**config.mk**
```make
export PLATFORM = sky130hd
export DESIGN_NAME = button_debounce
export DESIGN_NICKNAME = d
export VERILOG_FILES = /design/src/rtl/btn_pkg.sv /design/src/rtl/input_sync.sv /design/src/rtl/button_debounce.sv
export SDC_FILE = /design/constraint.sdc
export NUM_CORES = 1
export LEC_CHECK = 0
export BUFFER_PORTS_ARGS = -buffer_cell sky130_fd_sc_hd__buf_2
export CAP_MARGIN = 40
export CORE_UTILIZATION = 40
export CTS_CLUSTER_SIZE = 30
export DETAILED_ROUTE_END_ITERATION = 10
export PLACE_DENSITY = 0.63
export SKIP_LAST_GASP = 1
export SYNTH_ARGS = -nofsm -noshare
export SYNTH_HDL_FRONTEND = slang
export SYNTH_SLANG_ARGS = --single-unit
```
**constraint.sdc**
```tcl
create_clock -name clk -period 2.3 [get_ports clk]
set_clock_uncertainty 0.1 [all_clocks]
set_input_delay 0.46 -clock clk [delete_from_list [all_inputs] [get_ports clk]]
set_output_delay 0.46 -clock clk [all_outputs]
set_load 0.02 [all_outputs]
```
**src/rtl/btn_pkg.sv**
```systemverilog
// Shared types and default timing constants for pushbutton conditioning logic.
// Defaults assume a 100 MHz system clock.
package btn_pkg;

   typedef enum logic [1:0] {
      IDLE    = 2'd0,
      PRESSED = 2'd1,
      LONG    = 2'd2
   } btn_state_e;

   localparam int DEF_SYNC_STAGES     = 2;
   localparam int DEF_DEBOUNCE_CYCLES = 1_000_000;    // 10 ms
   localparam int DEF_LONG_CYCLES     = 100_000_000;  // 1 s

endpackage

```
**src/rtl/input_sync.sv**
```systemverilog
// Multi-flop synchroniser for a single asynchronous pin; the only logic that
// may touch the raw pin is the first flop of this chain.
module input_sync #(
   parameter int SYNC_STAGES = 2
) (
   input  logic clk,
   input  logic rst,
   input  logic d_i,
   output logic q_o
);

   logic [SYNC_STAGES-1:0] sync_q;

   always_ff @(posedge clk or posedge rst) begin
      if (rst) begin
         sync_q <= '0;
      end else begin
         sync_q <= {sync_q[SYNC_STAGES-2:0], d_i};
      end
   end

   assign q_o = sync_q[SYNC_STAGES-1];

endmodule

```
**src/rtl/button_debounce.sv**
```systemverilog
// Pushbutton conditioner: synchronise, debounce, then classify into press,
// release and long-press events. All outputs come straight from flops.
module button_debounce
   import btn_pkg::*;
#(
   parameter int SYNC_STAGES     = DEF_SYNC_STAGES,
   parameter int DEBOUNCE_CYCLES = DEF_DEBOUNCE_CYCLES,
   parameter int LONG_CYCLES     = DEF_LONG_CYCLES
) (
   input  logic clk,
   input  logic rst,
   input  logic btn_in,
   output logic btn_level,
   output logic press_pulse,
   output logic release_pulse,
   output logic long_pulse,
   output logic long_held
);

   localparam int DW = $clog2(DEBOUNCE_CYCLES + 1);
   localparam int LW = $clog2(LONG_CYCLES + 1);
   localparam logic [DW-1:0] DB_LAST   = DW'(DEBOUNCE_CYCLES - 1);
   localparam logic [LW-1:0] LONG_LAST = LW'(LONG_CYCLES - 1);
   localparam logic [LW-1:0] LONG_SAT  = LW'(LONG_CYCLES);

   logic btn_sync;

   input_sync #(
      .SYNC_STAGES(SYNC_STAGES)
   ) u_input_sync (
      .clk (clk),
      .rst (rst),
      .d_i (btn_in),
      .q_o (btn_sync)
   );

   logic [DW-1:0] db_cnt_q, db_cnt_d;
   logic          level_q, level_d;
   logic          rise, fall;

   // Any cycle of agreement with the committed level restarts the count.
   always_comb begin
      db_cnt_d = '0;
      level_d  = level_q;
      rise     = 1'b0;
      fall     = 1'b0;
      if (btn_sync != level_q) begin
         if (db_cnt_q == DB_LAST) begin
            level_d = ~level_q;
            rise    = btn_sync;
            fall    = ~btn_sync;
         end else begin
            db_cnt_d = db_cnt_q + 1'b1;
         end
      end
   end

   btn_state_e    state_q, state_d;
   logic [LW-1:0] long_cnt_q, long_cnt_d;
   logic          press_q, press_d;
   logic          release_q, release_d;
   logic          long_q, long_d;
   logic          held_q, held_d;

   // A fall is tested before the long-count terminal so release always wins.
   always_comb begin
      state_d    = state_q;
      long_cnt_d = long_cnt_q;
      press_d    = 1'b0;
      release_d  = 1'b0;
      long_d     = 1'b0;
      held_d     = held_q;
      case (state_q)
         IDLE: begin
            if (rise) begin
               state_d    = PRESSED;
               long_cnt_d = '0;
               press_d    = 1'b1;
            end
         end
         PRESSED: begin
            if (fall) begin
               state_d    = IDLE;
               long_cnt_d = '0;
               release_d  = 1'b1;
               held_d     = 1'b0;
            end else if (long_cnt_q == LONG_LAST) begin
               state_d    = LONG;
               long_cnt_d = LONG_SAT;
               long_d     = 1'b1;
               held_d     = 1'b1;
            end else begin
               long_cnt_d = long_cnt_q + 1'b1;
            end
         end
         LONG: begin
            if (fall) begin
               state_d    = IDLE;
               long_cnt_d = '0;
               release_d  = 1'b1;
               held_d     = 1'b0;
            end
         end
         default: begin
            state_d    = IDLE;
            long_cnt_d = '0;
            held_d     = 1'b0;
         end
      endcase
   end

   always_ff @(posedge clk or posedge rst) begin
      if (rst) begin
         db_cnt_q   <= '0;
         level_q    <= 1'b0;
         state_q    <= IDLE;
         long_cnt_q <= '0;
         press_q    <= 1'b0;
         release_q  <= 1'b0;
         long_q     <= 1'b0;
         held_q     <= 1'b0;
      end else begin
         db_cnt_q   <= db_cnt_d;
         level_q    <= level_d;
         state_q    <= state_d;
         long_cnt_q <= long_cnt_d;
         press_q    <= press_d;
         release_q  <= release_d;
         long_q     <= long_d;
         held_q     <= held_d;
      end
   end

   assign btn_level     = level_q;
   assign press_pulse   = press_q;
   assign release_pulse = release_q;
   assign long_pulse    = long_q;
   assign long_held     = held_q;

endmodule

```
==> impl_metrics.tcl, run 1 <==
set metrics [dict create \
    synth_seq_cells 56 \
    worst_ep_required_time_ns 2.45 \
    final_nets 402 \
    route.detailed.drc 0 \
    synthAdderAreaFrac_pct 2.06 \
    final_core_util_pct 53.8 \
    setup_viol_count_final 27 \
    syn_avg_cell_area_um2 9.47 \
    routed_wirelength_um 7320 \
    synth_compound_area_share_pct 18.0 \
    fin_crit_ns 2.47 \
    yosys.area.top_type "dfrtp_1" \
    critical_path_buf_inv_count 3 \
    synth_top_area_share_pct 46.2 \
    power_density_nw_per_um2 444 \
    hold_viol_final 0 \
    cp_common_cell "buf_4" \
    worstPathArrival_ns 2.62 \
    io_buffers 7 \
    cts_root_buffer "clkbuf_8" \
    drv_slew 0 \
    r2r_cells 9 \
    layoutNonFillerInstCount 494 \
    antenna_found_initial 0 \
    setup_slack_ns -0.165 \
    grt_use_met3_pct 2.22 \
    diodes 0 \
    post-route-period-util_pct 107 \
    path_class "register to register" \
    overflow 0 \
    met2_usage_pct 28.8 \
    fin_hold_ws_ns 0.0514 \
    cp-start-kind "register" \
    initial_utilization_pct 41.6 \
    synth_cells 320 \
    worst_slew_pin_slew_ns 0.450 \
    synth_warnings 0 \
    cts_tree "yes" \
    met1_usage_pct 27.8 \
    grt_pass1_vias 2372 \
    dieHeight_um 89.0 \
    p_leak_nw 1.78 \
    ys_types 51 \
    muxShareOfSynthArea_pct 0 \
    maxCapViolCount 0 \
    yosys-top-cells-area "dfrtp_1 46%, nor2_1 5.2%, a22o_1 4.6%" \
    dp_slack_ns -0.293 \
    seq_area_frac_synth_pct 46.2 \
    die_x_um 89.0 \
    finalSetupTns_ns -1.90 \
    grt_use_total_pct 18.6 \
    crit_fanout 10 \
    violations "setup timing" \
    synth_top_family_by_area "simple AND/OR/NAND/NOR gates" \
    place_inst 477 \
    ys.flop_type "dfrtp_1" \
    firstDrtPassIters 4 \
    dpl.hpwl_um 4970 \
    cts_buffers 5 \
    drt-vias-per-instance 5.42 \
    critPathMaxStageDelay_ns 0.55 \
    core.rowCount 31 \
    routedWlPerCell_um 14.8 \
    top_usage_layer "met2" \
    dieArea_um2 7930 \
    clock_latency_ns 0.32 \
    grt_max_degree 23 \
    synthSimpleGateAreaFrac_pct 25.5 \
    cpMaxStageDelayCell "or4b_4" \
    synth.cell_area_um2 3030 \
    drt_iter0_drc 172 \
    syn_nets 328 \
    yosys.area_share.xor_xnor_pct 4.91 \
    cp_top_family "simple AND/OR/NAND/NOR gates" \
    rsz0062_at_grt "true" \
    critical_path_depth 9 \
    critPathCaptureType "register" \
    max_freq_ghz 0.406 \
    num_vias 2676 \
    worstHoldPathType "primary input to async pin" \
    clock_sinks 56 \
    drive_gt1_share_pct 28.6 \
    synth_edf_count 0 \
    cts.clk_slew.worst_paths_ns 0.09 \
    ios 8 \
    status "finished, violations left" \
    area_growth_pct 29.4 \
    cts_buffer_depth 2 \
    grt_pass1_wl_um 11400 \
    cts-htree-levels 2 \
    vdd_drop_max_v 0.000240 \
    synthArstFlopShare_pct 100 \
    path_cells "or4b_4, nor4_4, buf_4, buf_6, nand4b_1, a31oi_4, buf_4, a21o_1, a22o_1" \
    place_congestion 0.844 \
    core_um2 7290 \
    relSlewSlack_pct 70.0 \
    ant_nets 0 \
]
==> path summary, 6_finish.rpt <==
kind | slack [ns] | startpoint | to
max in group asynchronous | 1.39 | rst | long_cnt_q[21]
setup reg to reg | -0.17 | db_cnt_q[11] | long_cnt_q[26]
setup / recovery | -0.17 | db_cnt_q[11] | long_cnt_q[26]
min in group clk | 0.17 | btn_in | u_input_sync.sync_q[0]
hold / removal | 0.05 | rst | db_cnt_q[3]
hold reg to reg | 0.26 | u_input_sync.sync_q[0] | u_input_sync.sync_q[1]
==> kinds of logic after synthesis <==
kind of cell	count (synthesis)
buffers and inverters	21
AND/OR/NAND/NOR	146
flip-flops	56
XOR/XNOR	17
AO/OA/AOI/OAI	75
adder cells (fa/ha/maj)	5
==> stage by stage <==
step                power, mW  area [um^2]
floorplan                1.04         3040
global placement         1.06         3600
detailed placement       1.06         3600
CTS                      1.76         3810
global route             1.81         3920
finish                   1.74         3920
==> per-layer routing <==
layer / vias to the layer above / part of all wire [%]
met5: - / 0
li1: 1312 / -
met2: 49 / 45
met1: 1308 / 51
met3: 7 / 3.3
met4: 0 / 0.86
==> cells in the mapped netlist (2+ instances only) <==
| cell | n |
|---|---|
| buf_4 | 2 |
| nor2_1 | 42 |
| nand4_1 | 9 |
| a41oi_1 | 2 |
| and3_1 | 8 |
| nor2_2 | 2 |
| dfrtp_1 | 56 |
| nand2_1 | 30 |
| a21oi_1 | 5 |
| nand3_1 | 15 |
| or3_1 | 2 |
| a21o_1 | 10 |
| nor4b_1 | 2 |
| o21ai_0 | 18 |
| a41o_1 | 2 |
| a31oi_1 | 9 |
| nor4_1 | 3 |
| nand2b_1 | 4 |
| a22o_1 | 16 |
| buf_2 | 3 |
| nor3_1 | 8 |
| xor2_1 | 10 |
| nor2b_1 | 2 |
| ha_1 | 5 |
| clkbuf_1 | 4 |
| a22oi_1 | 3 |
| and2_1 | 3 |
| nand4b_1 | 3 |
| inv_1 | 11 |
| xnor2_1 | 7 |
| and4_1 | 4 |
==> what timing repair did <==
| action | CTS | global route |
|---|---|---|
| endpoints found under the setup margin | 29 | 30 |
| pin swaps | 5 | 7 |
| gates resized for setup | 13 | 18 |
| buffers inserted | 2 | 3 |
| endpoints found under the hold margin | 0 | 0 |
| gates cloned | 1 | 3 |
| hold buffers | 0 | 0 |
==> layout make-up <==
class                           instances  area, um^2
Fill cell                             671        3370
Multi-Input combinational cell        245        1670
Sequential cell                        56        1400
Timing Repair Buffer                   75         557
Tap cell                               99         124
Clock buffer                            7        96.3
Inverter                               11        41.3
Clock inverter                          1        30.0
==> where the power goes <==
group          switching (mW)  internal (mW)
clock network           0.316          0.385
registers             0.00480          0.990
logic                  0.0342         0.0124
total                   0.355           1.39
==> state kept, by name, summed over array words and instances (netlist names) <==
register and flops:
btn_level 1, db_cnt_q 20, long_cnt_q 27, long_held 1
long_pulse 1, press_pulse 1, release_pulse 1, state_q 2
u_input_sync.sync_q 2
==> worst reg2reg max path, cell delays in order, from the launching register on <==
cell and delay (ns):
dfrtp_1 0.40, or4b_4 0.55, nor4_4 0.14, buf_4 0.18, buf_6 0.10, nand4b_1 0.16, a31oi_4 0.30, buf_4 0.23
a21o_1 0.13, a22o_1 0.12
==> cells in the final DEF, fill, tap and decap left out, types with 9 or more instances in the layout <==
master,Yosys,final
buf_4,2,65
dfrtp_1,56,56
nor2_1,42,41
nand2_1,30,29
a22o_1,16,16
nand3_1,15,15
o21ai_0,18,13
inv_1,11,10
a21o_1,10,10
xor2_1,10,10
nand4_1,9,9
Power figures use the tool's default switching activity.
==> run 2: changes to the inputs <==
Settings changed: SETUP_SLACK_MARGIN set to 0.05.
==> run 2 against run 1 <==
  * Worst hold slack better by 0.037 ns
  * Final area up 0.77%
  * Final cell count up 0.81%
  * Global-route usage up 0.61 points
  * First-iteration DRC count down 8.1%
  * The flow still finishes with violations (setup timing)
  * Via count up 1.2%
  * Sequential power about the same
  * Largest cell class unchanged
  * Setup slack better by 0.055 ns
  * Register-to-register slack better by 0.06 ns
==> impl_metrics.tcl, run 2 (synthesis gave the netlist of run 1 again) <==
set metrics [dict create \
    status "finished, violations left" \
    violations "setup timing" \
    firstDrtPassIters 4 \
    setup_slack_ns -0.110 \
    cts_root_buffer "clkbuf_8" \
    place_inst 475 \
    core_um2 7290 \
    cts-htree-levels 2 \
    hold_viol_final 0 \
    dpl.hpwl_um 4910 \
    dp_slack_ns -0.220 \
    final_cell_mix "67 x buf_4, 56 x dfrtp_1, 42 x nor2_1" \
    p_leak_nw 1.81 \
    largest_register_ffs 27 \
    power_density_nw_per_um2 393 \
    critPathCaptureType "register" \
    dieHeight_um 89.0 \
    fin_area_um2 3950 \
    initial_utilization_pct 41.6 \
    reg2reg_to "long_cnt_q[12]" \
    cts_buffer_depth 2 \
    crit_fanout 6 \
    die_x_um 89.0 \
    path_class "register to register" \
    cp-start-kind "register" \
    grt_pass1_vias 2501 \
    multi_input_area_um2 1680 \
    route.detailed.drc 0 \
    cp-startpoint "db_cnt_q[8]" \
    ios 8 \
    grt_max_degree 35 \
    largest-register "long_cnt_q" \
    worst_ep_required_time_ns 2.40 \
    dieArea_um2 7930 \
    diodes 0 \
    antenna_found_initial 0 \
    overflow 0 \
    drt_iter0_drc 158 \
    critPathMaxStageDelay_ns 0.54 \
    maxCapViolCount 0 \
    final_nets 407 \
    rsz0062_at_grt "true" \
    rrSetupSlack_ns -0.11 \
    total_power_mw 1.55 \
    drv_slew 0 \
    grt_pass1_wl_um 11800 \
    layout.area.seq_um2 1400 \
    final_common_cell "buf_4" \
    max_freq_ghz 0.415 \
    post-route-period-util_pct 105 \
    vdd_drop_max_v 0.000215 \
    cts_tree "yes" \
    worst_slew_pin_slew_ns 0.538 \
    r2r_cells 10 \
    place_congestion 0.855 \
    worstPathArrival_ns 2.51 \
    setup_viol_count_final 24 \
    routedWlPerCell_um 14.6 \
    cts.clk_slew.worst_paths_ns 0.10 \
    clock_sinks 56 \
    core.rowCount 31 \
    relSlewSlack_pct 64.1 \
    routed_wirelength_um 7260 \
    cpMaxStageDelayCell "or4b_4" \
    drt-vias-per-instance 5.44 \
    fin_crit_ns 2.41 \
    num_vias 2709 \
    path_cells "or4b_4, nor4_4, buf_4, nand2_4, buf_4, o211ai_4, buf_6, nor2_4, buf_6, a22o_1" \
    top_regs "long_cnt_q (27), db_cnt_q (20)" \
    layoutNonFillerInstCount 498 \
    drive_gt1_share_pct 28.6 \
    dpl_cell_area_um2 3600 \
    area_growth_pct 30.4 \
    io_buffers 7 \
    worstHoldPathType "primary input to async pin" \
    fillers 644 \
    r2r_start "db_cnt_q[8]" \
    ant_nets 0 \
    cts_buffers 5 \
    grt_use_total_pct 19.2 \
    clock_latency_ns 0.31 \
]
[run 2: cell types whose count changed in the layout (fill, tap and decap cells not counted), sizes merged]
cell and change:
o211a +1, clkbuf -1, buf +6, o31a -1
clkinv +1, nor2 -1, bufinv -1
[run 2: layout make-up]
| cell class | instances | area share, % |
|---|---|---|
| clock buffer | 6 | 1.84 |
| clock inverter | 1 | 0.127 |
| inverter | 11 | 1.04 |
| multi-input combinational | 244 | 42.6 |
| sequential | 56 | 35.5 |
| tap | 99 | 3.13 |
| timing repair buffer | 81 | 15.8 |
[run 2: worst max path at each step]
stage / end / slack, ns
5_1_grt: long_cnt_q[9] / -0.20
6_report: long_cnt_q[12] / -0.11
4_1_cts: long_cnt_q[13] / -0.08
2_1_floorplan: long_cnt_q[17] / -0.11
3_3_place_gp: long_cnt_q[17] / -0.16
3_5_place_dp: long_cnt_q[1] / -0.22
[run 2: routing by layer]
layer / vias to the layer above / GRT usage [%] / part of all wire (%)
li1: 1330 / - / -
met1: 1321 / 27.8 / 48
met2: 52 / 30.6 / 47
met3: 6 / 2.49 / 3.7
met4: 0 / 4.91 / 1.1
met5: - / 0 / 0
[run 2: through the flow]
step	hold slack [ns]	util [%]	TNS, ns
after floorplan	0.231	-	-0.768
after global placement	0.237	49.3	-2.22
after detailed placement	0.242	49.3	-3.45
after CTS	0.0994	52.2	-1.31
after global routing	0.119	54.2	-4.61
final	0.0882	54.2	-1.60
[run 2: worst max-delay path: cells and delay by family, from the launching register on]
family | cells | cell delay [ns]
AOI/OAI and AO/OA | 2 | 0.38
DFF | 1 | 0.39
buffers and inverters | 4 | 0.61
and+or+nand+nor | 4 | 0.81
[run 2: what timing repair did]
item / in CTS / in global routing
hold buffers: 0 / 0
pin swaps: 7 / 7
gates cloned: 2 / 2
gates resized for setup: 15 / 16
buffers inserted: 7 / 5
endpoints found under the setup margin: 29 / 33
[run 2: power by group]
group	internal [mW]	total, mW	switching (mW)	leakage [nW]
combinational	0.0136	0.0470	0.0334	0.994
clock	0.208	0.514	0.306	0.0410
sequential	0.990	0.994	0.00420	0.776
==> run 3: changes to the inputs <==
==> constraint.sdc (replaced) <==
create_clock -name clk -period 2.3 [get_ports clk]
set_clock_uncertainty 0.1 [all_clocks]
set_input_delay 0.345 -clock clk [delete_from_list [all_inputs] [get_ports clk]]
set_output_delay 0.345 -clock clk [all_outputs]
set_load 0.02 [all_outputs]
==> run 3 against run 2 <==
  * The flow still finishes with violations (setup timing)
  * Power rose by 8.9%
  * Flip-flop and latch count did not move
  * Critical endpoint is now long_cnt_q[10]
  * Clock power rose by 26%
==> impl_metrics.tcl, run 3 (synthesis gave the netlist of run 1 again) <==
set metrics [dict create \
    place_congestion 0.822 \
    post-route-period-util_pct 105 \
    maxCapViolCount 0 \
    routed_wirelength_um 7460 \
    fin_hold_ws_ns 0.0408 \
    io_buffers 7 \
    dieHeight_um 89.0 \
    diodes 0 \
    cts.clk_slew.worst_paths_ns 0.10 \
    final_cell_mix "66 x buf_4, 56 x dfrtp_1, 41 x nor2_1" \
    violations "setup timing" \
    antenna_found_initial 0 \
    cts_buffer_depth 2 \
    dpl.hpwl_um 4980 \
    final_nets 410 \
    top_regs "long_cnt_q (27), db_cnt_q (20)" \
    grt_max_degree 35 \
    ant_nets 0 \
    hold_start "btn_in" \
    overflow 0 \
    power_density_nw_per_um2 417 \
    core_um2 7290 \
    cts_root_buffer "clkbuf_8" \
    grt_pass1_vias 2380 \
    cp-start-kind "register" \
    final_common_cell "buf_4" \
    status "finished, violations left" \
    worstHoldPathType "primary input to register" \
    vdd_drop_max_v 0.000232 \
    ios 8 \
    r2r_cells 9 \
    worst_ep_required_time_ns 2.40 \
    dieArea_um2 7930 \
    cts_buffers 5 \
    total_power_mw 1.69 \
    clock_latency_ns 0.31 \
    core.rowCount 31 \
    hold_viol_final 0 \
    die_x_um 89.0 \
    drive_gt1_share_pct 30.0 \
    drt_iter0_drc 151 \
    relSlewSlack_pct 63.7 \
    initial_utilization_pct 41.6 \
    p_leak_nw 1.82 \
    firstDrtPassIters 4 \
    cts_tree "yes" \
    routedWlPerCell_um 14.9 \
    max_freq_ghz 0.414 \
    grt_pass1_wl_um 11900 \
    setup_slack_ns -0.118 \
    worstPathArrival_ns 2.52 \
    route.detailed.drc 0 \
    drt-vias-per-instance 5.42 \
    cts-htree-levels 2 \
    r2r_start "long_cnt_q[0]" \
    largest_register_ffs 27 \
    area_growth_pct 33.9 \
    rrSetupSlack_ns -0.12 \
    drv_slew 0 \
    crit_fanout 6 \
    critPathCaptureType "register" \
    fin_crit_ns 2.42 \
    worst_slew_pin_slew_ns 0.544 \
    dpl_cell_area_um2 3600 \
    fin_area_um2 4060 \
    num_vias 2721 \
    hold_path_end "u_input_sync.sync_q[0]" \
    rsz0062_at_grt "true" \
    largest-register "long_cnt_q" \
    reg2reg_to "long_cnt_q[10]" \
    grt_use_total_pct 19.7 \
    fillers 650 \
    path_class "register to register" \
    clock_sinks 56 \
    whs_path_depth 1 \
    setup_viol_count_final 24 \
]
[run 3: repair_timing]
action,CTS,global route
endpoints found under the hold margin,22,0
endpoints found under the setup margin,30,31
buffers inserted,2,10
pin swaps,6,11
cloned,4,1
resized for setup,25,14
hold buffers,1,0
[run 3: through the flow]
stage / utilization, % / std cells / TNS [ns] / worst slack [ns]
after floorplan: - / 320 / -0.768 / -0.113
after global placement: 49.4 / 476 / -2.02 / -0.145
after detailed placement: 49.4 / 476 / -2.94 / -0.220
after CTS: 53.1 / 491 / -0.698 / -0.0627
after global routing: 55.6 / 502 / -5.08 / -0.247
final: 55.6 / 502 / -2.02 / -0.118
[run 3: worst max-delay path: stages, from the launching register on]
cell	delay, ns
dfrtp_1	0.37
ha_2	0.19
nand3_2	0.08
or3_4	0.37
or4_4	0.53
o211ai_4	0.13
buf_6	0.15
nor2_4	0.05
buf_12	0.13
a22o_1	0.20
[run 3: power by group]
part | switching [mW] | total (mW) | internal, mW
clock network | 0.327 | 0.650 | 0.323
logic | 0.0341 | 0.0487 | 0.0147
registers | 0.00447 | 0.994 | 0.990
total | 0.366 | 1.69 | 1.33
[run 3: area by class of cell]
class | count | area [um^2] | share of cell area (%)
Inverter | 11 | 41.3 | 1.02
Clock buffer | 5 | 68.8 | 1.70
Sequential cell | 56 | 1400 | 34.5
Multi-Input combinational cell | 244 | 1690 | 41.8
Timing Repair Buffer | 84 | 684 | 16.9
Clock inverter | 3 | 42.5 | 1.05
Tap cell | 99 | 124 | 3.05
[run 3: worst max-delay path by stage]
stage / startpoint / slack (ns) / cells past startpoint / endpoint
final: long_cnt_q[0] / -0.12 / 9 / long_cnt_q[10]
after CTS: long_cnt_q[1] / -0.06 / 7 / long_cnt_q[10]
after global routing: db_cnt_q[8] / -0.25 / 8 / long_cnt_q[13]
after floorplan: db_cnt_q[8] / -0.11 / 7 / long_cnt_q[17]
after global placement: db_cnt_q[8] / -0.15 / 6 / long_cnt_q[17]
after detailed placement: db_cnt_q[8] / -0.22 / 6 / long_cnt_q[10]
[run 3: metal layers]
metal / GRT usage (%) / vias to the layer above / part of all wire, %
met1: 29.1 / 1339 / 51
met3: 3.32 / 4 / 2.3
met2: 30.2 / 36 / 46
li1: - / 1342 / -
met5: 0 / - / 0
met4: 4.76 / 0 / 0.82
